$ cat config.mk
export PLATFORM = sky130hd
export DESIGN_NAME = axis_eth_tx_arb
export DESIGN_NICKNAME = d
export VERILOG_FILES = /design/src/rtl/axis_eth_tx_arb.sv
export SDC_FILE = /design/constraint.sdc
export NUM_CORES = 1
export LEC_CHECK = 0
export ABC_AREA = 0
export BUFFER_PORTS_ARGS = -buffer_cell sky130_fd_sc_hd__buf_2
export CAP_MARGIN = 15
export CORE_UTILIZATION = 45
export CTS_CLUSTER_SIZE = 20
export DETAILED_ROUTE_END_ITERATION = 8
export PLACE_DENSITY = 0.76
export SYNTH_ARGS = -nofsm -noshare
export SYNTH_HDL_FRONTEND = slang
export SYNTH_SLANG_ARGS = --single-unit
$ cat constraint.sdc
create_clock -name clk_i -period 1.8 [get_ports clk_i]
set_input_delay 0.09 -clock clk_i [delete_from_list [all_inputs] [get_ports clk_i]]
set_output_delay 0.09 -clock clk_i [all_outputs]
set_load 0.01 [all_outputs]
$ cat src/rtl/axis_eth_tx_arb.sv
// Round-robin AXI-Stream frame arbiter feeding a byte-wide MAC TX port.
// Holds the grant for a whole frame, then enforces an inter-frame gap.
module axis_eth_tx_arb #(
  parameter int NUM_PORTS  = 2,
  parameter int DATA_WIDTH = 8,
  parameter int IFG_CYCLES = 12
) (
  input  logic                            clk_i,
  input  logic                            rst_i,
  input  logic [NUM_PORTS*DATA_WIDTH-1:0] s_tdata,
  input  logic [NUM_PORTS-1:0]            s_tvalid,
  input  logic [NUM_PORTS-1:0]            s_tlast,
  output logic [NUM_PORTS-1:0]            s_tready,
  output logic [DATA_WIDTH-1:0]           m_tdata,
  output logic                            m_tvalid,
  output logic                            m_tlast,
  input  logic                            m_tready,
  output logic [NUM_PORTS-1:0]            grant_o,
  output logic                            busy_o,
  output logic [15:0]                     frame_cnt_o
);

  localparam int IW = (NUM_PORTS > 1) ? $clog2(NUM_PORTS) : 1;
  localparam logic [7:0] GAP_LOAD =
    (IFG_CYCLES > 0) ? 8'(IFG_CYCLES - 1) : 8'd0;
  localparam logic [NUM_PORTS-1:0] ONE_HOT0 =
    {{(NUM_PORTS-1){1'b0}}, 1'b1};

  typedef enum logic [1:0] {IDLE, PASS, GAP} state_e;

  state_e                state_q;
  logic [NUM_PORTS-1:0]  grant_q;
  logic [IW-1:0]         gidx_q;
  logic [IW-1:0]         last_q;
  logic [7:0]            gap_q;
  logic [15:0]           cnt_q;

  logic [IW-1:0]         sel_d;
  logic                  sel_vld_d;
  logic [IW-1:0]         cand_d;
  logic                  hs_last;

  // Scan downwards so the nearest requester after last_q wins.
  always_comb begin
    sel_d     = '0;
    sel_vld_d = 1'b0;
    cand_d    = '0;
    for (int i = NUM_PORTS; i >= 1; i--) begin
      cand_d = IW'((int'(last_q) + i) % NUM_PORTS);
      if (s_tvalid[cand_d]) begin
        sel_d     = cand_d;
        sel_vld_d = 1'b1;
      end
    end
  end

  always_comb begin
    m_tdata  = s_tdata[gidx_q*DATA_WIDTH +: DATA_WIDTH];
    m_tvalid = (state_q == PASS) && s_tvalid[gidx_q];
    m_tlast  = (state_q == PASS) && s_tlast[gidx_q];
    s_tready = (state_q == PASS) ?
               (grant_q & {NUM_PORTS{m_tready}}) : '0;
  end

  assign hs_last     = m_tvalid && m_tready && m_tlast;
  assign grant_o     = grant_q;
  assign busy_o      = (state_q != IDLE);
  assign frame_cnt_o = cnt_q;

  always_ff @(posedge clk_i) begin
    if (rst_i) begin
      state_q <= IDLE;
      grant_q <= '0;
      gidx_q  <= '0;
      last_q  <= IW'(NUM_PORTS - 1);
      gap_q   <= '0;
      cnt_q   <= '0;
    end else begin
      unique case (state_q)
        IDLE: begin
          if (sel_vld_d) begin
            grant_q <= ONE_HOT0 << sel_d;
            gidx_q  <= sel_d;
            state_q <= PASS;
          end
        end
        PASS: begin
          if (hs_last) begin
            last_q  <= gidx_q;
            cnt_q   <= cnt_q + 16'd1;
            grant_q <= '0;
            if (IFG_CYCLES > 0) begin
              state_q <= GAP;
              gap_q   <= GAP_LOAD;
            end else begin
              state_q <= IDLE;
            end
          end
        end
        GAP: begin
          if (gap_q == 8'd0) state_q <= IDLE;
          else               gap_q   <= gap_q - 8'd1;
        end
        default: state_q <= IDLE;
      endcase
    end
  end

endmodule

# Word-level counts from Yosys, hierarchy flattened
# Index checks and enable logic that the tools add are counted.
# Widths: inputs -> output; s select.
dict set report totals {
  regBits 30
  inputBits 23
  wordCells 59
}
dict set report op_classes {
  add_sub_neg 4
  magnitude_cmp 3
  n_eq_ne 6
  n_shift 2
  muxes 23
  bitwise 1
  n_reduce_logical 14
}
# cell n
set op_table {}
lappend op_table {{$add 16x1->16 const B} 1}
lappend op_table {{$mux 8} 2}
lappend op_table {{$pmux 8 s2} 1}
lappend op_table {{$shiftx 16x5->8} 1}
lappend op_table {{$mux 1} 12}
lappend op_table {{$mux 2} 6}
lappend op_table {{$reduce_and 3->1} 3}
lappend op_table {{$logic_not 8->1} 1}
lappend op_table {{$ne 2x2->1 const B} 4}
lappend op_table {{$sub 8x1->8 const B} 1}
lappend op_table {{$lt 1x2->1 const B} 3}
lappend op_table {{$pmux 2 s3} 1}
lappend op_table {{$reduce_bool 2->1} 3}
lappend op_table {{$logic_and 1x1->1} 4}
lappend op_table {{$pmux 2 s2} 1}
lappend op_table {{$reduce_and 2->1} 2}
lappend op_table {{$add 1x1->1 const B} 2}
lappend op_table {{$and 2x2->2} 1}
lappend op_table {{$eq 2x1->1 const B} 1}
lappend op_table {{$eq 2x2->1 const B} 1}
lappend op_table {{$logic_not 2->1} 1}
lappend op_table {{$shl 1x1->2 const A} 1}

# Longest topological paths before layout
# Gate-level depths: netlist (run 1).
dict set report logic_depth {
  depth_word 8
  ltp_mapped 6
  depth_no_buf 6
}

# Least setup slack after synthesis (run 1)
# OpenSTA, ideal clock, no wires.
dict set report synth_timing {
  kind {register -> register}
  startpoint {register gap_q[3]}
  endpoint {register gap_q[7]}
  arrival_ns 1.885
  slack_ns -0.155
  stages_incl_launch_ff 6
  path_buffers 1
  path_cell_list {dfxtp_1 > or4_1 > buf_2 > or4b_4 > or3_1 > a21oi_1}
}
dict set report synth_between {
  elab_chain_cells 3
}
# element line_no
set synth_rtl {}
lappend synth_rtl {{start, declared} 35} ;# logic [7:0] gap_q;
lappend synth_rtl {{start signal, assigned} 102} ;# else gap_q <= gap_q - 8'd1;
lappend synth_rtl {{$sub 8x1->8 / $logic_not 8->1 (equally long branches)} {102, 101}}
lappend synth_rtl {{$mux 8 / $ne 2x2->1 (equally long branches)} n/a}
lappend synth_rtl {{$pmux 8 s2 / $reduce_and 3->1 (equally long branches)} n/a}
# Parallel ways exist; a longest one is shown, timed or not. The select of a mux whose other input is x is not followed.
# A chain may end at the register's enable or synchronous reset.

# Worst setup path after layout (run 1)
# Ends and elaborated chain as after synthesis.

==> metrics.md, run 1 <==
| Metric | Value |
|---|---|
| Status | complete, but fails checks |
| Violated checks | setup timing |
| CTS Hold Bufs | 0 |
| CP Launch Type | flip-flop |
| Die area | 3750 um2 |
| Leading cell type in the layout, fill and taps excluded | buf_2 |
| Critical Path RT | 2.07 ns |
| Max-cap viol count | 0 |
| Slew HR | 0.722 |
| Gp weighted congestion | 0.861 |
| Setup slack at placement | -0.0864 ns |
| Crit path cell chain | or4_4, or4b_4, or3_1, a21oi_1 |
| Fmax | 0.526 GHz |
| Synth warn | 0 |
| RSZ-0062 raised after global routing | yes |
| Crit. End Element | flip-flop |
| Drt wl/cell | 12.8 um |
| Async SR Flop Fraction | 0 |
| DIE WIDTH | 61.2 um |
| # diodes | 0 |
| Setup TNS | -0.102 ns |
| Cts bufs inserted | 5 |
| Peak supply drop | 404 uV |
| 1st-iter DRT viols | 110 |
| Final count of hold timing violations | 0 |
| Worst Path Max Fanout | 2 |
| Design Power | 1.34 mW |
| Final slew viol count | 0 |
| Routed WL | 4.08 mm |
| Clock Skew | 0.0143 ns |
| DR vias | 1725 |
| #FFs+latches synth | 30 |
| Global-route wire length before repair | 6.11 mm |
| Max incr delay on CP | 0.54 ns |
| GRT overflow | 0 |
| Synth Area per Inst | 8.53 um2 |
| Worst slew pin tran | 0.413 ns |
| Distinct cells, synth | 42 |
| Number of routed nets with antenna violations | 0 |
| Remaining DRCs | 0 |
| Power Density | 590 nW/um2 |
| Vias per cell | 5.41 |
| Synthesized area | 1580 um2 |
| Mapped Cells | 185 |
| Post-synth EDFFs | 0 |
| Area grow syn2layout | 44.4% |
| Commonest register cell after synthesis | dfxtp_1 |
| Register clock-pin slew on the reported worst setup and hold paths | 0.10 ns |
| Final setup vio count | 1 |
| GRT Total Usage | 0.222 |
| Initial antenna violation count | 0 |
| Number of global-route vias before repair | 1512 |
| Final #Nets | 298 |
| Io pins | 54 |
| Sequential area share after synthesis | 0.381 |
| Period utilization | 1.06 |
| TritonCTS clock tree | yes |
| IO Port Bufs | 53 |
| Worst setup margin | -0.102 ns |
| Kind of critical path | flip-flop to flip-flop |
| Most used cells in the layout excluding fill and tap cells | 53 x buf_2, 33 x buf_4, 25 x dfxtp_1, 13 x a21oi_1, 13 x nand2_1 |
| H-Tree Level Count | 2 |
| Mapped Nets | 211 |
| HP Class | input pin to flip-flop |
| Clock Path Buffers | 2 |
| Initial Utilization | 0.473 |
| Clock sinks | 30 |
| Die Y | 61.2 um |
| Largest net degree at the start of global routing | 21 |
| Worst-skew pair later-pin latency | 0.33 ns |
| Core footprint | 3340 um2 |
| Drt pass-1 iters | 4 |
| Final worst path period need | 1.90 ns |
| Leak | 1.00 nW |
| Layout cells sized above 1 | 0.480 |
| Critical Path AT | 2.17 ns |
| Std cell rows | 21 |
| Critical-path cell with the highest stage delay | or4_4 |
| CTS Root Cell | clkbuf_4 |
| Post-DP HPWL | 3.01 mm |
-- critical path, delay by kind of cell, from the launching register on --
| kind | cells | cell delay (ns) |
|---|---|---|
| and+or+nand+nor | 3 | 1.38 |
| AOI/OAI and AO/OA | 1 | 0.12 |
| DFF | 1 | 0.34 |
-- per-stage QoR --
| stage | utilization | hold WS, ns | instances | instance area [um2] |
|---|---|---|---|---|
| final | 0.683 | 0.0724 | 319 | 2280 |
| after global routing | 0.683 | 0.0632 | 319 | 2280 |
| after floorplan | - | 0.261 | 185 | 1580 |
| after global placement | 0.625 | 0.409 | 306 | 2080 |
| after detailed placement | 0.625 | 0.414 | 306 | 2080 |
| after CTS | 0.645 | 0.0544 | 314 | 2150 |
-- repair_timing --
item / CTS / global route
buffers inserted: 0 / 5
gates resized for setup: 3 / 22
pin swaps: 0 / 4
setup endpoints to repair: 8 / 18
-- where the power goes --
| group | switching (mW) | internal [mW] |
|---|---|---|
| registers | 0.00886 | 0.677 |
| logic | 0.121 | 0.120 |
| clock network | 0.229 | 0.189 |
-- state kept, by name, indices dropped and copies added, names as in the netlist --
register and cells:
frame_cnt_o 16, gap_q 8, grant_o 2, state_q 2, gidx_q 1, last_q 1
-- cell type report --
class / count / area, um2
repair buffers: 87 / 524
inverters: 10 / 37.5
multi-input cells: 138 / 990
clock buffers: 7 / 55.1
well taps: 46 / 57.6
clock inverters: 1 / 5.00
fillers: 276 / 1060
flip-flops and latches: 30 / 609
-- layer usage --
layer | up-vias | part of all wire | track usage
li1 | 855 | - | -
met1 | 808 | 0.41 | 0.241
met2 | 55 | 0.53 | 0.405
met3 | 7 | 0.045 | 0.0525
met4 | 0 | 0.014 | 0.104
met5 | - | 0 | 0
-- kinds of logic (layout without fill, tap and decap cells) --
| family | count (synthesis) | after routing | share of synthesized area |
|---|---|---|---|
| AOI/OAI and AO/OA | 44 | 44 | 0.178 |
| and+or+nand+nor | 75 | 75 | 0.265 |
| adders and majority gates | 3 | 3 | 0.0238 |
| buffers and inverters | 17 | 105 | 0.0460 |
| xor gates and xnor gates | 4 | 4 | 0.0222 |
| muxes | 12 | 12 | 0.0841 |
| DFF | 30 | 30 | 0.381 |
-- Yosys cell counts (4+ instances only) --
master	instances	share of area
nand2_1	13	0.031
inv_1	10	0.024
dfxtp_1	30	0.38
nor3_1	4	0.013
nand4_1	5	0.020
or4_1	5	0.024
or3_1	10	0.040
nor2_1	12	0.029
a21oi_1	16	0.051
nor2b_1	4	0.016
o21ai_0	10	0.032
mux2_2	10	0.071
nand3_1	9	0.029
-- path summary, 6_finish.rpt --
check / slack (ns) / startpoint / depth (start not counted) / to
worst max-delay path: -0.10 / gap_q[3] / 4 / gap_q[7]
worst min-delay path: 0.07 / s_tvalid[1] / 3 / gidx_q
worst min register to register: 0.48 / last_q / 2 / last_q
worst max register to register: -0.10 / gap_q[3] / 4 / gap_q[7]
No activity file was read; power rests on OpenSTA's default activity.
==> run 2, diff against run 1 <==
--- a/config.mk
+++ b/config.mk
@@ -8,10 +8,14 @@
 export ABC_AREA = 0
 export BUFFER_PORTS_ARGS = -buffer_cell sky130_fd_sc_hd__buf_2
 export CAP_MARGIN = 15
-export CORE_UTILIZATION = 45
+export CELL_PAD_IN_SITES_DETAIL_PLACEMENT = 1
+export CELL_PAD_IN_SITES_GLOBAL_PLACEMENT = 1
+export CORE_ASPECT_RATIO = 1.2
+export CORE_UTILIZATION = 32
 export CTS_CLUSTER_SIZE = 20
 export DETAILED_ROUTE_END_ITERATION = 8
-export PLACE_DENSITY = 0.76
+export PLACE_DENSITY_LB_ADDON = 0.1
+export SKIP_CTS_REPAIR_TIMING = 1
 export SYNTH_ARGS = -nofsm -noshare
 export SYNTH_HDL_FRONTEND = slang
 export SYNTH_SLANG_ARGS = --single-unit
==> run 2 against run 1 <==
Against the previous run: wire length grew 23%; count of clock-buffer cells in the layout shrank 2; the flow still finishes with violations (setup timing); final area grew 4.9%; largest power group unchanged; fmax grew 0.78%.
==> metrics.md, run 2 (synthesis results as in run 1) <==
| Metric | Value |
|---|---|
| Status | complete, but fails checks |
| Violated checks | setup timing |
| Remaining DRCs | 0 |
| Most used cells in the layout excluding fill and tap cells | 53 x buf_2, 35 x buf_4, 26 x dfxtp_1, 15 x a21oi_1, 13 x nand2_1 |
| Routed WL | 5.01 mm |
| # diodes | 0 |
| Final instance area | 2390 um2 |
| RSZ-0062 raised after global routing | yes |
| Drt pass-1 iters | 6 |
| GRT overflow | 0 |
| Final setup vio count | 4 |
| Final worst path period need | 1.89 ns |
| Critical Path AT | 2.11 ns |
| Drt wl/cell | 14.9 um |
| Top sig layer | met4 |
| Reg2reg start | gap_q[3] |
| Register clock-pin slew on the reported worst setup and hold paths | 0.07 ns |
| Io pins | 54 |
| Worst Hold Path EP | grant_o[1] |
| Slew HR | 0.683 |
| R2r worst-path depth | 4 |
| Die Y | 78.9 um |
| Gp weighted congestion | 0.799 |
| Area grow syn2layout | 51.5% |
| HP Class | input pin to flip-flop |
| Max reg flops | 16 |
| Post-DP HPWL | 3.70 mm |
| Fin Hold WS | 0.119 ns |
| Final count of hold timing violations | 0 |
| 1st-iter DRT viols | 51 |
| Std cell rows | 27 |
| Critical Path RT | 2.02 ns |
| Worst slew pin tran | 0.471 ns |
| DR vias | 1767 |
| IO Port Bufs | 53 |
| Wl on met1 | 2.07 mm |
| Core footprint | 4660 um2 |
| Global-route wire length before repair | 7.60 mm |
| Clock Skew | 0.00187 ns |
| Fmax | 0.530 GHz |
| Crit. End Element | flip-flop |
| Initial antenna violation count | 0 |
| CTS Root Cell | clkbuf_8 |
| Clock Path Buffers | 2 |
| Initial Utilization | 0.338 |
| Clock sinks | 30 |
| Dpl cell area | 2140 um2 |
| Power Density | 676 nW/um2 |
| Final #Nets | 303 |
| Number of routed nets with antenna violations | 0 |
| CP Launch Type | flip-flop |
| Final slew viol count | 0 |
| Kind of critical path | flip-flop to flip-flop |
| Max-cap viol count | 0 |
| HP Start | s_tvalid[1] |
| DIE WIDTH | 66.1 um |
| WHS Path Cells | 3 |
| Peak supply drop | 300 uV |
| GRT Total Usage | 0.189 |
| Placed Instances | 324 |
| Number of global-route vias before repair | 1735 |
| Layout cells sized above 1 | 0.482 |
| Non-filler cells, final | 336 |
| Layout Utilization | 0.513 |
| Leak | 1.05 nW |
| Metal3 WL | 216 um |
| H-Tree Level Count | 2 |
| Reg2Reg Setup Slack | -0.09 ns |
| Worst-skew pair later-pin latency | 0.29 ns |
| Largest net degree at the start of global routing | 16 |
| Cts bufs inserted | 5 |
| Metal2 WL | 2.65 mm |
| TritonCTS clock tree | yes |
| Period utilization | 1.05 |
| Die area | 5220 um2 |
| Worst setup margin | -0.0878 ns |
| Worst Path Max Fanout | 2 |
| Crit Reg-Reg Endpoint | gap_q[7] |
| Vias per cell | 5.26 |
| Leading cell type in the layout, fill and taps excluded | buf_2 |
==> run 2: cell types whose count changed in the layout (fill, tap and decap cells not counted), moves of 2 or more <==
cell / previous run / this run
or3_1: 7 / 10
clkbuf_4: 5 / 0
clkbuf_8: 1 / 5
a21oi_2: 3 / 1
buf_4: 33 / 35
a21oi_1: 13 / 15
or3_4: 3 / 0
==> run 2: report_power, final <==
part / internal (mW) / switching, mW
clock network: 0.407 / 0.279
logic: 0.120 / 0.123
registers: 0.677 / 0.0109
total: 1.20 / 0.412
==> run 2: layout make-up <==
type	instances	area, um2
clock inverter	3	40.0
multi-input combinational	138	977
inverter	10	37.5
timing repair buffer	92	586
tap	58	72.6
fill	583	2270
sequential	30	608
clock buffer	5	68.8
==> run 2: how the worst max path moves through the flow <==
stage,start,slack [ns],endpoint
2_1_floorplan,gap_q[3],-0.15,gap_q[7]
3_3_place_gp,gap_q[3],-0.05,gap_q[7]
3_5_place_dp,gidx_q,-0.14,frame_cnt_o[14]
4_1_cts,gidx_q,-0.13,frame_cnt_o[14]
5_1_grt,gap_q[3],-0.12,gap_q[7]
6_report,gap_q[3],-0.09,gap_q[7]
==> run 2: metrics by stage <==
step | power [mW] | setup TNS, ns | worst slack (ns)
after floorplan | 0.816 | -0.149 | -0.149
after global placement | 0.928 | -0.0715 | -0.0496
after detailed placement | 0.931 | -0.388 | -0.137
after CTS | 1.62 | -0.420 | -0.126
after global routing | 1.69 | -0.424 | -0.122
final | 1.62 | -0.110 | -0.0878
==> run 2: critical path, cell delays in order (launching register included) <==
cell     delay [ns]
dfxtp_2        0.32
or4_4          0.53
or4b_4         0.53
or3_1          0.32
a21oi_1        0.12
==> run 2: routing by layer <==
metal  track usage  vias up
met3        0.0445        7
met4        0.0553        0
met1         0.208      852
met5             0        -
li1              -      864
met2         0.349       44
==> run 3, diff against run 2 <==
--- a/config.mk
+++ b/config.mk
@@ -11,7 +11,8 @@
 export CELL_PAD_IN_SITES_DETAIL_PLACEMENT = 1
 export CELL_PAD_IN_SITES_GLOBAL_PLACEMENT = 1
 export CORE_ASPECT_RATIO = 1.2
-export CORE_UTILIZATION = 32
+export CORE_UTILIZATION = 34
+export CTS_BUF_LIST = sky130_fd_sc_hd__clkbuf_4
 export CTS_CLUSTER_SIZE = 20
 export DETAILED_ROUTE_END_ITERATION = 8
 export PLACE_DENSITY_LB_ADDON = 0.1
==> run 3 against run 2 <==
Against the previous run: the flow still finishes with violations (setup timing); final area down 4.4%; non-clock buffer count fell by 4; sequential share of layout area rose by 1.2 points; clock power down 42%; count of clock-buffer cells in the layout rose by 1; worst setup slack improved by 0.0067 ns; register-to-register slack hardly changed; critical endpoint unchanged.
==> metrics.md, run 3 (synthesis results as in run 1) <==
| Metric | Value |
|---|---|
| Initial antenna violation count | 0 |
| Io pins | 54 |
| # diodes | 0 |
| Largest net degree at the start of global routing | 20 |
| Non-filler cells, final | 330 |
| Cts bufs inserted | 5 |
| Worst Path Max Fanout | 2 |
| Clock sinks | 30 |
| CTS Root Cell | clkbuf_4 |
| Crit Reg-Reg Endpoint | gap_q[7] |
| H-Tree Level Count | 2 |
| Routed WL | 5.19 mm |
| Final worst path period need | 1.88 ns |
| Std cell rows | 26 |
| Worst setup margin | -0.0811 ns |
| Filler Cell Count | 554 |
| Clock Skew | 0.0134 ns |
| Max-cap viol count | 0 |
| Layout cells sized above 1 | 0.464 |
| Kind of critical path | flip-flop to flip-flop |
| IO Port Bufs | 53 |
| Post-DP HPWL | 3.97 mm |
| Global-route wire length before repair | 8.67 mm |
| Final slew viol count | 0 |
| GRT Total Usage | 0.226 |
| Gp weighted congestion | 0.820 |
| Core footprint | 4360 um2 |
| Worst-skew pair later-pin latency | 0.33 ns |
| Drt pass-1 iters | 4 |
| Placed Instances | 320 |
| Period utilization | 1.05 |
| R2r worst-path depth | 4 |
| Crit. End Element | flip-flop |
| Vias per cell | 5.31 |
| Worst slew pin tran | 0.453 ns |
| Most used cells in the layout excluding fill and tap cells | 53 x buf_2, 34 x buf_4, 24 x dfxtp_1, 15 x a21oi_1, 13 x nand2_1 |
| Register clock-pin slew on the reported worst setup and hold paths | 0.10 ns |
| Drt wl/cell | 15.7 um |
| Area grow syn2layout | 44.8% |
| Reg2Reg Setup Slack | -0.08 ns |
| Violated checks | setup timing |
| GRT overflow | 0 |
| Number of routed nets with antenna violations | 0 |
| Critical Path AT | 2.14 ns |
| Final #Nets | 299 |
| Die Y | 76.6 um |
| Power Density | 588 nW/um2 |
| Final setup vio count | 1 |
| Final count of hold timing violations | 0 |
| Max reg flops | 16 |
| Slew HR | 0.695 |
| Initial Utilization | 0.362 |
| Remaining DRCs | 0 |
| 1st-iter DRT viols | 88 |
| TritonCTS clock tree | yes |
| WHS Path Cells | 2 |
| Critical Path Source | gap_q[3] |
| Setup TNS | -0.0811 ns |
| HP Start | rst_i |
| DIE WIDTH | 64.2 um |
| Leak | 0.997 nW |
| Leading cell type in the layout, fill and taps excluded | buf_2 |
| Critical Path RT | 2.06 ns |
| HP Class | input pin to flip-flop |
| CP Launch Type | flip-flop |
| Status | complete, but fails checks |
| Number of global-route vias before repair | 1841 |
| Peak supply drop | 460 uV |
| Die area | 4920 um2 |
| DR vias | 1751 |
| Clock Path Buffers | 2 |
| Fmax | 0.532 GHz |
| Reg2reg start | gap_q[3] |
| Crit path to | gap_q[7] |
| RSZ-0062 raised after global routing | yes |
## run 3: worst min-delay path by stage
stage	slack (ns)	end
finish	0.08	frame_cnt_o[11]
floorplan	0.26	gidx_q
detailed placement	0.42	frame_cnt_o[11]
global placement	0.40	frame_cnt_o[11]
CTS	0.06	frame_cnt_o[11]
global route	0.08	gap_q[1]
## run 3: per-layer routing
metal	vias up	routed length, um	global-route usage
met2	35	2860	0.426
met5	-	0	0
met3	13	158	0.0434
li1	859	-	-
met1	844	2050	0.242
met4	0	124	0.0844
## run 3: cell type report
| type | count | area (um2) | area share |
|---|---|---|---|
| multi-input cells | 138 | 983 | 0.430 |
| repair buffers | 88 | 532 | 0.233 |
| clock buffers | 6 | 45.0 | 0.0197 |
| inverters | 10 | 37.5 | 0.0164 |
| well taps | 56 | 70.1 | 0.0307 |
| clock inverters | 2 | 8.76 | 0.00383 |
| flip-flops and latches | 30 | 608 | 0.266 |
## run 3: where the power goes
group          internal, mW  switching [mW]  total [mW]
Combinational         0.124           0.129       0.253
Sequential            0.678          0.0123       0.690
Clock                 0.162           0.238       0.400
## run 3: critical path, stage by stage (launching register included)
cell,delay (ns)
dfxtp_2,0.33
or4_4,0.54
or4b_4,0.50
or3_1,0.32
a21oi_1,0.12
## run 3: stage by stage
stage / area [um2] / setup WS (ns) / hold slack [ns] / total power [mW] / util
CTS: 2180 / -0.151 / 0.0553 / 1.34 / 0.500
floorplan: 1580 / -0.149 / 0.261 / 0.816 / -
finish: 2280 / -0.0811 / 0.0755 / 1.34 / 0.524
global route: 2280 / -0.0963 / 0.0782 / 1.41 / 0.524
global placement: 2130 / -0.0546 / 0.400 / 0.928 / 0.488
detailed placement: 2130 / -0.102 / 0.417 / 0.940 / 0.488
